**config.mk**
```make
export PLATFORM = sky130hd
export DESIGN_NAME = fifo_uart_tx
export DESIGN_NICKNAME = d
export VERILOG_FILES = /design/src/rtl/fifo_uart_tx.sv
export SDC_FILE = /design/constraint.sdc
export NUM_CORES = 1
export LEC_CHECK = 0
export CAP_MARGIN = 10
export CORE_MARGIN = 4
export CORE_UTILIZATION = 45
export DETAILED_ROUTE_END_ITERATION = 10
export GPL_ROUTABILITY_DRIVEN = 0
export PLACE_DENSITY_LB_ADDON = 0.2
export SYNTH_ARGS = -nofsm -noshare
export SYNTH_HDL_FRONTEND = slang
export SYNTH_SLANG_ARGS = --single-unit
```
**constraint.sdc**
```tcl
create_clock -name clk -period 2.95 [get_ports clk]
set_input_delay 0.7375 -clock clk [delete_from_list [all_inputs] [get_ports clk]]
set_output_delay 0.7375 -clock clk [all_outputs]
set_load 0.05 [all_outputs]
```
**src/rtl/fifo_uart_tx.sv**
```systemverilog
// fifo_uart_tx: pops one word per frame from a FIFO read port
// and sends it as an async start/data/[parity]/stop frame on tx.
module fifo_uart_tx #(
    parameter int DATA_WIDTH   = 8,
    parameter int CLKS_PER_BIT = 16,
    parameter int PARITY_EN    = 0,
    parameter int PARITY_ODD   = 0
) (
    input  logic                  clk,
    input  logic                  reset,
    input  logic [DATA_WIDTH-1:0] in_data,
    input  logic                  in_valid,
    output logic                  in_latch,
    output logic                  tx,
    output logic                  busy
);

    localparam int CW = (CLKS_PER_BIT > 1) ? $clog2(CLKS_PER_BIT) : 1;
    localparam int IW = (DATA_WIDTH > 1) ? $clog2(DATA_WIDTH) : 1;

    localparam logic [CW-1:0] CNT_LAST = CW'(CLKS_PER_BIT - 1);
    localparam logic [IW-1:0] IDX_LAST = IW'(DATA_WIDTH - 1);

    localparam logic [2:0] S_IDLE   = 3'd0;
    localparam logic [2:0] S_START  = 3'd1;
    localparam logic [2:0] S_DATA   = 3'd2;
    localparam logic [2:0] S_PARITY = 3'd3;
    localparam logic [2:0] S_STOP   = 3'd4;

    logic [2:0]            state;
    logic [2:0]            state_nx;
    logic [CW-1:0]         cnt;
    logic [CW-1:0]         cnt_nx;
    logic [IW-1:0]         idx;
    logic [IW-1:0]         idx_nx;
    logic [IW-1:0]         idx_inc;
    logic [DATA_WIDTH-1:0] shreg;
    logic [DATA_WIDTH-1:0] shreg_nx;
    logic                  tx_nx;
    logic                  busy_nx;
    logic                  bit_end;
    logic                  pop;
    logic                  par_bit;

    assign bit_end  = (cnt == CNT_LAST);
    assign idx_inc  = idx + 1'b1;
    assign par_bit  = (^shreg) ^ (PARITY_ODD != 0);

    // Pop only while idle or on the final stop cycle; never in reset.
    assign pop = reset && in_valid &&
                 ((state == S_IDLE) || ((state == S_STOP) && bit_end));
    assign in_latch = pop;

    // Next-state, counter and next line-level computation.
    always_comb begin
        state_nx = state;
        cnt_nx   = cnt;
        idx_nx   = idx;
        shreg_nx = shreg;
        tx_nx    = tx;
        busy_nx  = busy;
        unique case (state)
            S_IDLE: begin
                tx_nx   = 1'b1;
                busy_nx = 1'b0;
                cnt_nx  = '0;
                if (pop) begin
                    shreg_nx = in_data;
                    state_nx = S_START;
                    tx_nx    = 1'b0;
                    busy_nx  = 1'b1;
                end
            end
            S_START: begin
                if (bit_end) begin
                    cnt_nx   = '0;
                    idx_nx   = '0;
                    state_nx = S_DATA;
                    tx_nx    = shreg[0];
                end else begin
                    cnt_nx = cnt + 1'b1;
                end
            end
            S_DATA: begin
                if (bit_end) begin
                    cnt_nx = '0;
                    if (idx == IDX_LAST) begin
                        if (PARITY_EN != 0) begin
                            state_nx = S_PARITY;
                            tx_nx    = par_bit;
                        end else begin
                            state_nx = S_STOP;
                            tx_nx    = 1'b1;
                        end
                    end else begin
                        idx_nx = idx_inc;
                        tx_nx  = shreg[idx_inc];
                    end
                end else begin
                    cnt_nx = cnt + 1'b1;
                end
            end
            S_PARITY: begin
                if (bit_end) begin
                    cnt_nx   = '0;
                    state_nx = S_STOP;
                    tx_nx    = 1'b1;
                end else begin
                    cnt_nx = cnt + 1'b1;
                end
            end
            S_STOP: begin
                if (bit_end) begin
                    cnt_nx = '0;
                    if (pop) begin
                        shreg_nx = in_data;
                        state_nx = S_START;
                        tx_nx    = 1'b0;
                        busy_nx  = 1'b1;
                    end else begin
                        state_nx = S_IDLE;
                        tx_nx    = 1'b1;
                        busy_nx  = 1'b0;
                    end
                end else begin
                    cnt_nx = cnt + 1'b1;
                end
            end
            default: begin
                state_nx = S_IDLE;
                cnt_nx   = '0;
                tx_nx    = 1'b1;
                busy_nx  = 1'b0;
            end
        endcase
    end

    // State and output registers with synchronous active-low reset.
    always_ff @(posedge clk) begin
        if (!reset) begin
            state <= S_IDLE;
            cnt   <= '0;
            idx   <= '0;
            shreg <= '0;
            tx    <= 1'b1;
            busy  <= 1'b0;
        end else begin
            state <= state_nx;
            cnt   <= cnt_nx;
            idx   <= idx_nx;
            shreg <= shreg_nx;
            tx    <= tx_nx;
            busy  <= busy_nx;
        end
    end

endmodule
```
; ---- After elaboration in Yosys (flattened, before gate mapping)
; Index checks and enable logic that the tools add are counted.
[op_classes]
add_sub_neg = 2
order_cmp = 1
eq_ne = 13
n_mux = 27
bitwise = 3
n_reduce_logical = 15
[op_table]
columns = op, count
row1 = 3-bit 2-to-1 mux, 9
row2 = 8-bit 2-to-1 mux, 2
row3 = 8-bit case mux with 2 select lines, 1
row4 = 3-bit case mux with 5 select lines, 1
row5 = 2-bit inequality test (second input constant), 7
row6 = 1-bit 2-to-1 mux, 10
row7 = 4-bit AND reduction, 2
row8 = 3-bit by 2-bit equality test with 1-bit output (second input constant), 2
row9 = 3-bit equality test (second input constant), 2
row10 = 3-bit case mux with 2 select lines, 1
row11 = 6-bit AND reduction, 1
row12 = 3-bit OR reduction, 2
row13 = 1-bit case mux with 5 select lines, 1
row14 = 4-bit by 1-bit adder with 4-bit output (second input constant), 1
row15 = 4-bit equality test (second input constant), 1
row16 = 3-bit by 4-bit less-than comparator with 1-bit output (second input constant), 1
row17 = 2-bit AND reduction, 2
row18 = 2-bit nonzero test, 2
row19 = 4-bit OR reduction, 1
row20 = 3-bit by 1-bit adder with 3-bit output (second input constant), 1
row21 = 1-bit binary-select mux with 3-bit select, 1
row22 = 3-bit by 1-bit equality test with 1-bit output (second input constant), 1
row23 = 1-bit logical AND, 3
row24 = 3-bit zero test, 1
row25 = 3 further kinds, 5
[totals]
ff_bits = 20
wordCells = 67

; ---- Depth between registers and ports, before layout
; Gate-level depths: netlist of run 1.
[depth]
word_depth = 7
ltp_mapped = 7
depth_no_buf = 6

; ---- Least setup slack after synthesis of run 1
; OpenSTA, ideal clock, no wires.
[synth_timing]
path_type = reg-to-output
from = register cnt[0]
to = output in_latch
arrival_time_ps = 1490
t_required_ps = 2213
path_slack_ps = 723
path_stages_with_launch = 7
path_cell_list = dfxtp_1 ha_1 and3_1 clkbuf_1 o2111ai_1 buf_2 inv_1
[synth_between]
elab_chain_cells = 4
[synth_rtl]
columns = element, line_no
row1 = "start, declared", 32  ; logic [CW-1:0] cnt;
row2 = "start signal, assigned", 149  ; cnt <= cnt_nx;
row3 = 4-bit equality test, 45  ; assign bit_end = (cnt == CNT_LAST);
row4 = 1-bit logical AND, 51  ; ((state == S_IDLE) || ((state == S_STOP) && bit_end));
row5 = 1-bit logical OR, 51
row6 = 1-bit logical AND, 50  ; assign pop = reset && in_valid &&
row7 = "end, declared", 13  ; output logic in_latch,
; Every way passes these cells.

; ---- Worst setup path after layout of run 1
; Ends and elaborated chain as after synthesis.

==> impl_metrics.ini, run 1 <==
[outcome]
status = finished clean

[logic_synthesis]
postSynthAreaPerCell_sq_um = 9.46
synth_cell_types = 32
syn-num-nets = 117
synth_area_sq_um = 975
ys_ff_latch = 20
synthCells = 103
seq_area_frac_synth = 0.411
yosysWarnings = 0
synthFlopType = dfxtp_1
ys_async_sr_fraction = 0
synth_edf_count = 0

[clock_tree]
cts_buffer_depth = 2
root_buffer = clkbuf_4
cts_buffers = 3
clk_latency_ns = 0.30
cts-resized-gates = 0
cts.sink_count = 20
cts_tree = done
post-cts-setup-buffer-count = 0
hold_buffers = 0
h-tree-depth = 1
clkTransAtPathRegs_ns = 0.10

[routing]
via_per_inst = 5.25
wirelength_um = 1680
routed-via-count = 756
first_iter_violations = 9
dr.pass1.iters = 4
wl_per_cell_um = 11.7
ant_nets = 0
drc_errors = 0

[worst_setup_path]
cpMaxStageDelayCell = dfxtp_1
worstPathArrival_ns = 1.69
worstSetupEndpointType = output port
cp-start-kind = flop
cp.required_ns = 2.21
timing.reg2reg.setup_slack_ns = 0.79
path_max_fanout = 6
cp_cell_sequence = ha_1 -> and3_1 -> o2111ai_1 -> inv_1 -> buf_12
critPathCapture = in_latch
startpoint = cnt[0]$_SDFF_PP0_
cpPeakStageDelay_ns = 0.34
r2r_cells = 6
critPathKind = reg2out
r2r-start = idx[0]$_SDFFE_PN0P_
rr_endpoint = tx$_SDFFE_PN1P_

[layout]
syn2layout_area_growth_pct = 22.0
fin_cells = 144
fin_nets = 132
diodes = 0
fill_cells = 187
multi_input_area_sq_um = 536
ff_latch_area_sq_um = 400
drive_gt1_frac = 0.0855

[floorplanning]
row_count = 16
ios = 14
die-area_sq_um = 2970
dieWidth_um = 54.5
start_util = 0.487
core_area_sq_um = 2000
die_y_um = 54.5

[timing]
rsz0062_at_grt = no
setup_ws_ns = 0.518
finalSetupTns_ns = 0
maxSlewViolCount = 0
timing.final.crit_share = 0.824
max_freq_ghz = 0.411
final-setup-viol-count = 0
timing_hold_violations_final = 0
slew_headroom = 0.670
worst_pin_slew_ns = 0.493
fin_crit_ns = 2.43
skew_ns = 0.00602

[place]
io_buffer_count = 13
place_inst = 140
pre_cts_slack_ns = 0.510
dp_hpwl_um = 1300

[grt]
grt-ovfl-total = 0
antenna_found_initial = 0
grt_usage = 0.136
grt_max_degree = 18
grt_pass1_vias = 704
grt_pass1_wl_um = 2930

[min_path]
holdCritPathClass = reg2reg

[job]
max_cap_viol_count = 0

[power_and_ir_drop]
powerDensity_nw_per_um2 = 484
ir_drop_mv = 0.281
power_leakage_nw = 0.474
-- synth_stat cells, drive strengths merged (2+ instances only) --
cell type,instances,area (sq um)
clkbuf,3,11.3
mux2i,8,80.1
dfxtp,20,400
and3,2,12.5
o21ai,3,15.0
nor3b,4,30.0
mux4,2,45.0
a21oi,4,20.0
or2,2,12.5
nand2,10,37.5
inv,3,11.3
nand3,4,20.0
a21boi,4,30.0
o21a,2,15.0
ha,3,37.5
nor2,6,22.5
nor2b,8,50.1
xnor2,2,17.5
buf,2,16.3
-- cell families after synthesis --
group                    count (synthesis)  synth area share
AND/OR/NAND/NOR                         41             0.226
XOR/XNOR                                 3            0.0270
multiplexers                            11             0.140
AO/OA/AOI/OAI                           17             0.118
adder cells (fa/ha/maj)                  3            0.0385
flip-flops                              20             0.411
buffers and inverters                    8            0.0398
-- critical path: cells and delay by family, from the launching register on --
family / cells / cell delay [ns]
AOI/OAI and AO/OA: 1 / 0.28
adders and majority gates: 1 / 0.23
buffers and inverters: 2 / 0.29
DFF: 1 / 0.34
and+or+nand+nor: 1 / 0.25
-- layout by cell type, fill, tap and decap left out, types with 3 or more instances in the layout --
cell	count
dfxtp_1	20
clkdlybuf4s50_1	12
nand2_1	10
mux2i_1	8
nor2b_1	8
nor2_1	6
nand3_1	4
a21oi_1	4
nor3b_1	4
inv_1	3
o21ai_0	3
a21boi_1	3
ha_1	3
clkbuf_4	3
-- sequential cells by signal, summed over array words and instances (netlist names) --
name and count:
idx 3, state 3, busy 1, shreg 8, tx 1, cnt 4
-- report_power, final --
part	total, mW	leakage [nW]	internal (mW)	switching (mW)
clock	0.221	0.0279	0.137	0.0831
combinational	0.0679	0.283	0.0365	0.0314
sequential	0.287	0.163	0.279	0.00726
total	0.575	0.474	0.453	0.122
-- per-layer routing --
layer	track usage	part of all wire
met3	0.0327	0.049
met1	0.185	0.50
met5	0	0
met2	0.197	0.43
met4	0.0747	0.020
-- final cells by class --
cell class                      instances  share of cell area
Clock inverter                          1              0.0253
Tap cell                               27              0.0284
Clock buffer                            3              0.0189
Timing Repair Buffer                   15               0.131
Multi-Input combinational cell         75               0.451
Inverter                                3             0.00947
Sequential cell                        20               0.337
-- worst min-delay path by stage --
stage | cells after the start | start | endpoint
2_1_floorplan | 1 | cnt[0]$_SDFF_PP0_ | cnt[0]$_SDFF_PP0_
3_3_place_gp | 1 | cnt[0]$_SDFF_PP0_ | cnt[0]$_SDFF_PP0_
3_5_place_dp | 1 | cnt[0]$_SDFF_PP0_ | cnt[0]$_SDFF_PP0_
4_1_cts | 1 | cnt[0]$_SDFF_PP0_ | cnt[0]$_SDFF_PP0_
5_1_grt | 1 | cnt[0]$_SDFF_PP0_ | cnt[0]$_SDFF_PP0_
6_report | 1 | cnt[0]$_SDFF_PP0_ | cnt[0]$_SDFF_PP0_
-- metrics by stage --
step            util  hold slack, ns  cell area, sq um  power (mW)
2_1_floorplan      -           0.418               975       0.333
3_3_place_gp   0.568           0.432              1140       0.360
3_5_place_dp   0.568           0.443              1140       0.361
4_1_cts        0.594           0.467              1190       0.581
5_1_grt        0.594           0.490              1190       0.601
6_report       0.594           0.458              1190       0.575
No activity file was read; power rests on OpenSTA's default activity.
==> inputs of run 2 (changes only) <==
==> constraint.sdc (replaced) <==
create_clock -name clk -period 2.02 [get_ports clk]
set_input_delay 0.505 -clock clk [delete_from_list [all_inputs] [get_ports clk]]
set_output_delay 0.505 -clock clk [all_outputs]
set_load 0.05 [all_outputs]
==> run 2 against run 1 <==
  * Global-route usage grew 2.5 points
  * Final cell count grew 4.2%
  * Via count up 5.3%
  * Combinational power grew 56%
  * Flip-flop and latch count did not move
  * Die area is the same
  * Routed wire length up 21%
  * Critical path type is now reg2reg
  * Critical endpoint is now tx$_SDFFE_PN1P_
  * Largest power group unchanged
==> impl_metrics.ini, run 2 (same netlist as run 1, synthesis figures left out) <==
[routing]
via_per_inst = 5.31
wirelength_um = 2040
first_iter_violations = 15
wl_per_cell_um = 13.6
dr.pass1.iters = 4
routed-via-count = 796
ant_nets = 0
drc_errors = 0

[worst_setup_path]
cp.required_ns = 2.21
cpPeakStageDelay_ns = 0.50
cp-start-kind = flop
rr_endpoint = tx$_SDFFE_PN1P_
r2r_cells = 6
timing.reg2reg.setup_slack_ns = 0.01
startpoint = idx[0]$_SDFFE_PN0P_
cp_cell_sequence = ha_2 -> ha_4 -> mux4_2 -> mux2_2 -> o221ai_2 -> o311ai_1
path_depth = 6
cpMaxStageDelayCell = mux4_2
worstSetupEndpointType = flop
critPathKind = reg2reg
critPathCapture = tx$_SDFFE_PN1P_
path_max_fanout = 3
crit_family = multiplexers
r2r-start = idx[0]$_SDFFE_PN0P_
critPathBufInv = 0
worstPathArrival_ns = 2.19

[layout]
syn2layout_area_growth_pct = 31.2
fill_cells = 182
design_area_sq_um = 1280
diodes = 0
reg_top3 = shreg (8), cnt (4)
regMostFlops = shreg
drive_gt1_frac = 0.220
fin_nets = 138
final_cell_mix = dfxtp_1, nand2_1, clkdlybuf4s50_1, buf_4
multi_input_area_sq_um = 594
largest_reg_flops = 8
final_common_cell = dfxtp_1
ff_latch_area_sq_um = 403

[place]
dp_hpwl_um = 1480
io_buffer_count = 13
placed_area_sq_um = 1180

[clock_tree]
cts_buffer_depth = 2
cts.sink_count = 20
cts_buffers = 3
hold_buffers = 0
cts_tree = done
root_buffer = clkbuf_4
clk_latency_ns = 0.30
clkTransAtPathRegs_ns = 0.11
h-tree-depth = 1

[floorplanning]
row_count = 16
core_area_sq_um = 2000
die-area_sq_um = 2970
die_y_um = 54.5
dieWidth_um = 54.5
start_util = 0.487
ios = 14

[grt]
grt_max_degree = 18
grt_pass1_wl_um = 3450
grt_pass1_vias = 764
antenna_found_initial = 0
grt_usage = 0.161
grt-ovfl-total = 0

[timing]
max_freq_ghz = 0.499
finalSetupTns_ns = 0
slew_headroom = 0.656
rsz0062_at_grt = yes
timing_hold_violations_final = 0
fin_crit_ns = 2.01
fin_hold_ws_ns = 0.476
maxSlewViolCount = 0
final-setup-viol-count = 0
skew_ns = 0.00463
worst_pin_slew_ns = 0.514
timing.final.crit_share = 0.993

[power_and_ir_drop]
power_leakage_nw = 0.493
p_sw_mw = 0.185
ir_drop_mv = 0.483
pwr-share-comb = 0.139
swShare = 0.244
p_int_mw = 0.575
p_clk_frac = 0.306
powerDensity_nw_per_um2 = 595
power_frac_seq = 0.554

[min_path]
holdCritPathClass = reg2reg

[outcome]
status = finished clean

[job]
max_cap_viol_count = 0
==> run 2: cell count changes in the layout (fill, tap and decap cells not counted), sizes merged <==
cell,delta
buf,+7
bufinv,-1
clkbuf,+1
clkdlybuf4s50,-2
dlymetal6s2s,+1
==> run 2: power groups by stage <==
| stage | registers, mW | logic [mW] | clock network, mW |
|---|---|---|---|
| 3_3_place_gp | 0.429 | 0.0971 | 0 |
| 5_1_grt | 0.424 | 0.116 | 0.257 |
| 4_1_cts | 0.420 | 0.103 | 0.238 |
| 2_1_floorplan | 0.433 | 0.0534 | 0 |
| 6_report | 0.422 | 0.106 | 0.233 |
| 3_5_place_dp | 0.429 | 0.0987 | 0 |
==> run 2: per-layer routing <==
| metal | track usage | up-vias | part of all wire |
|---|---|---|---|
| li1 | - | 399 | - |
| met1 | 0.221 | 381 | 0.47 |
| met2 | 0.263 | 14 | 0.48 |
| met3 | 0.0272 | 2 | 0.039 |
| met4 | 0.0373 | 0 | 0.0093 |
| met5 | 0 | - | 0 |
==> run 2: layout make-up <==
class / count / share of cell area
flip-flops and latches: 20 / 0.315
well taps: 27 / 0.0264
clock buffers: 4 / 0.0284
multi-input cells: 75 / 0.465
inverters: 3 / 0.00881
repair buffers: 21 / 0.157
==> run 2: metrics by stage <==
stage               cells   util  total power, mW  setup slack [ns]
global placement      145  0.591            0.526            0.0272
CTS                   149  0.624            0.762           0.00176
detailed placement    145  0.591            0.527           -0.0305
global route          150  0.639            0.797           -0.0568
floorplan             103      -            0.487            0.0252
finish                150  0.639            0.761            0.0145
==> run 2: how the worst min path moves through the flow <==
stage,to,start,depth (start not counted)
6_report,idx[1]$_SDFFE_PN0P_,idx[1]$_SDFFE_PN0P_,2
2_1_floorplan,cnt[0]$_SDFF_PP0_,cnt[0]$_SDFF_PP0_,1
3_3_place_gp,cnt[0]$_SDFF_PP0_,cnt[0]$_SDFF_PP0_,1
5_1_grt,idx[1]$_SDFFE_PN0P_,idx[1]$_SDFFE_PN0P_,2
4_1_cts,cnt[0]$_SDFF_PP0_,cnt[0]$_SDFF_PP0_,1
3_5_place_dp,cnt[0]$_SDFF_PP0_,cnt[0]$_SDFF_PP0_,1
==> run 2: repair_timing <==
action | 4_1_cts | 5_1_grt
setup endpoints to repair | 2 | 5
gates cloned | 0 | 0
buffers inserted | 0 | 1
gates resized for setup | 8 | 5
pin swaps | 1 | 3
==> run 2: tightest hold or removal path: stages, from the launching register on <==
cell and delay (ns):
dfxtp_1 0.33, nand2_1 0.06, a21boi_1 0.05
==> inputs of run 3 (changes only) <==
--- a/config.mk
+++ b/config.mk
@@ -6,8 +6,10 @@
 export NUM_CORES = 1
 export LEC_CHECK = 0
 export CAP_MARGIN = 10
+export CELL_PAD_IN_SITES_DETAIL_PLACEMENT = 1
+export CELL_PAD_IN_SITES_GLOBAL_PLACEMENT = 2
 export CORE_MARGIN = 4
-export CORE_UTILIZATION = 45
+export CORE_UTILIZATION = 32
 export DETAILED_ROUTE_END_ITERATION = 10
 export GPL_ROUTABILITY_DRIVEN = 0
 export PLACE_DENSITY_LB_ADDON = 0.2
==> constraint.sdc (replaced) <==
create_clock -name clk -period 2.3 [get_ports clk]
set_input_delay 0.345 -clock clk [delete_from_list [all_inputs] [get_ports clk]]
set_output_delay 0.345 -clock clk [all_outputs]
set_load 0.05 [all_outputs]
==> run 3 against run 2 <==
  * Maximum frequency decreased by 7.2%
  * Non-clock buffer count decreased by 4
  * Clock power decreased by 31%
  * Design area decreased by 6.8%
==> impl_metrics.ini, run 3 (same netlist as run 1, synthesis figures left out) <==
[timing]
max_freq_ghz = 0.462
final-setup-viol-count = 0
slew_headroom = 0.662
timing_hold_violations_final = 0
skew_ns = 0.00207
timing.final.crit_share = 0.940
maxSlewViolCount = 0
rsz0062_at_grt = no
finalSetupTns_ns = 0
setup_ws_ns = 0.138
fin_hold_ws_ns = 0.464
worst_pin_slew_ns = 0.505
fin_crit_ns = 2.16

[clock_tree]
h-tree-depth = 1
root_buffer = clkbuf_4
cts_buffers = 3
cts_tree = done
post-cts-setup-buffer-count = 0
cts.sink_count = 20
clkTransAtPathRegs_ns = 0.10
hold_buffers = 0
cts_buffer_depth = 2
clk_latency_ns = 0.29

[place]
io_buffer_count = 13
dp_hpwl_um = 1680
pre_cts_slack_ns = 0.0896

[power_and_ir_drop]
power_frac_seq = 0.597
p_int_mw = 0.466
p_sw_mw = 0.152
power_leakage_nw = 0.465
p_clk_frac = 0.261
pwr-share-comb = 0.142
swShare = 0.246
powerDensity_nw_per_um2 = 519
ir_drop_mv = 0.328

[grt]
grt_pass1_vias = 872
grt_usage = 0.121
antenna_found_initial = 0
grt_max_degree = 18
grt_pass1_wl_um = 3910
grt-ovfl-total = 0

[floorplanning]
start_util = 0.345
die_y_um = 63.2
ios = 14
die-area_sq_um = 3990
row_count = 19
core_area_sq_um = 2830
dieWidth_um = 63.2

[worst_setup_path]
timing.reg2reg.setup_slack_ns = 0.14
cpPeakStageDelay_ns = 0.49
cp_cell_sequence = ha_1 -> ha_4 -> mux4_2 -> mux2_2 -> o221ai_1 -> o311ai_0
r2r_cells = 6
worstPathArrival_ns = 2.32
cp-start-kind = flop
critPathKind = reg2reg
cpMaxStageDelayCell = mux4_2
cp.required_ns = 2.46
worstSetupEndpointType = flop
path_max_fanout = 5

[layout]
final_cell_mix = dfxtp_1, clkdlybuf4s50_1, nand2_1, mux2i_1, nor2b_1
syn2layout_area_growth_pct = 22.2
final_common_cell = dfxtp_1
fin_nets = 134
fill_cells = 328
drive_gt1_frac = 0.102
reg_top3 = shreg (8), cnt (4)
largest_reg_flops = 8
diodes = 0
regMostFlops = shreg

[routing]
routed-via-count = 777
wl_per_cell_um = 14.8
first_iter_violations = 21
ant_nets = 0
via_per_inst = 5.21
dr.pass1.iters = 3
drc_errors = 0
wirelength_um = 2210

[job]
max_cap_viol_count = 0

[min_path]
worstHoldPathCells = 1
holdCritPathClass = reg2reg

[outcome]
status = finished clean
==> run 3: cell types whose count changed in the layout (fill, tap and decap cells not counted), moves of 2 or more <==
cell	delta
clkdlybuf4s50_1	+2
buf_4	-5
ha_1	+2
dfxtp_1	+2
dfxtp_2	-2
==> run 3: cell type report <==
cell class	count	area, sq um	area share
Multi-Input combinational cell	75	548	0.460
Sequential cell	20	400	0.336
Timing Repair Buffer	17	170	0.143
Tap cell	31	38.8	0.0326
Clock buffer	3	22.5	0.0189
Inverter	3	11.3	0.00945
==> run 3: path summary, 6_finish.rpt <==
check                      startpoint                end
setup reg to reg  idx[0]$_SDFFE_PN0P_    tx$_SDFFE_PN1P_
setup / recovery  idx[0]$_SDFFE_PN0P_    tx$_SDFFE_PN1P_
hold reg to reg     cnt[0]$_SDFF_PP0_  cnt[0]$_SDFF_PP0_
hold / removal      cnt[0]$_SDFF_PP0_  cnt[0]$_SDFF_PP0_
==> run 3: what timing repair did <==
| item | 4_1_cts | 5_1_grt |
|---|---|---|
| resized for setup | 0 | 1 |
| endpoints found under the hold margin | 0 | 0 |
| endpoints found under the setup margin | 0 | 1 |
==> run 3: worst max-delay path: cells and delay by family (launching register included) <==
family / cells / cell delay [ns]
mux: 2 / 0.76
fa+ha+maj: 2 / 0.56
flops: 1 / 0.37
compound gates: 2 / 0.34
==> run 3: stage by stage <==
stage / util / power (mW) / area [sq um] / instances
2_1_floorplan: - / 0.427 / 975 / 103
3_3_place_gp: 0.409 / 0.464 / 1160 / 146
3_5_place_dp: 0.409 / 0.466 / 1160 / 146
4_1_cts: 0.417 / 0.632 / 1180 / 149
5_1_grt: 0.421 / 0.656 / 1190 / 149
6_report: 0.421 / 0.618 / 1190 / 149
==> run 3: power by group through the flow <==
stage          Sequential [mW]  Clock (mW)  Combinational, mW
6_report                 0.369       0.161             0.0878
5_1_grt                  0.371       0.189             0.0963
4_1_cts                  0.369       0.174             0.0892
3_5_place_dp             0.377           0             0.0891
3_3_place_gp             0.377           0             0.0871
2_1_floorplan            0.381           0             0.0469
==> run 3: routing by layer <==
metal | vias up | GRT usage | routed length (um)
met1 | 374 | 0.156 | 1070
met4 | 0 | 0.0243 | 17
met5 | - | 0 | 0
met2 | 9 | 0.202 | 1060
li1 | 392 | - | -
met3 | 2 | 0.0337 | 66
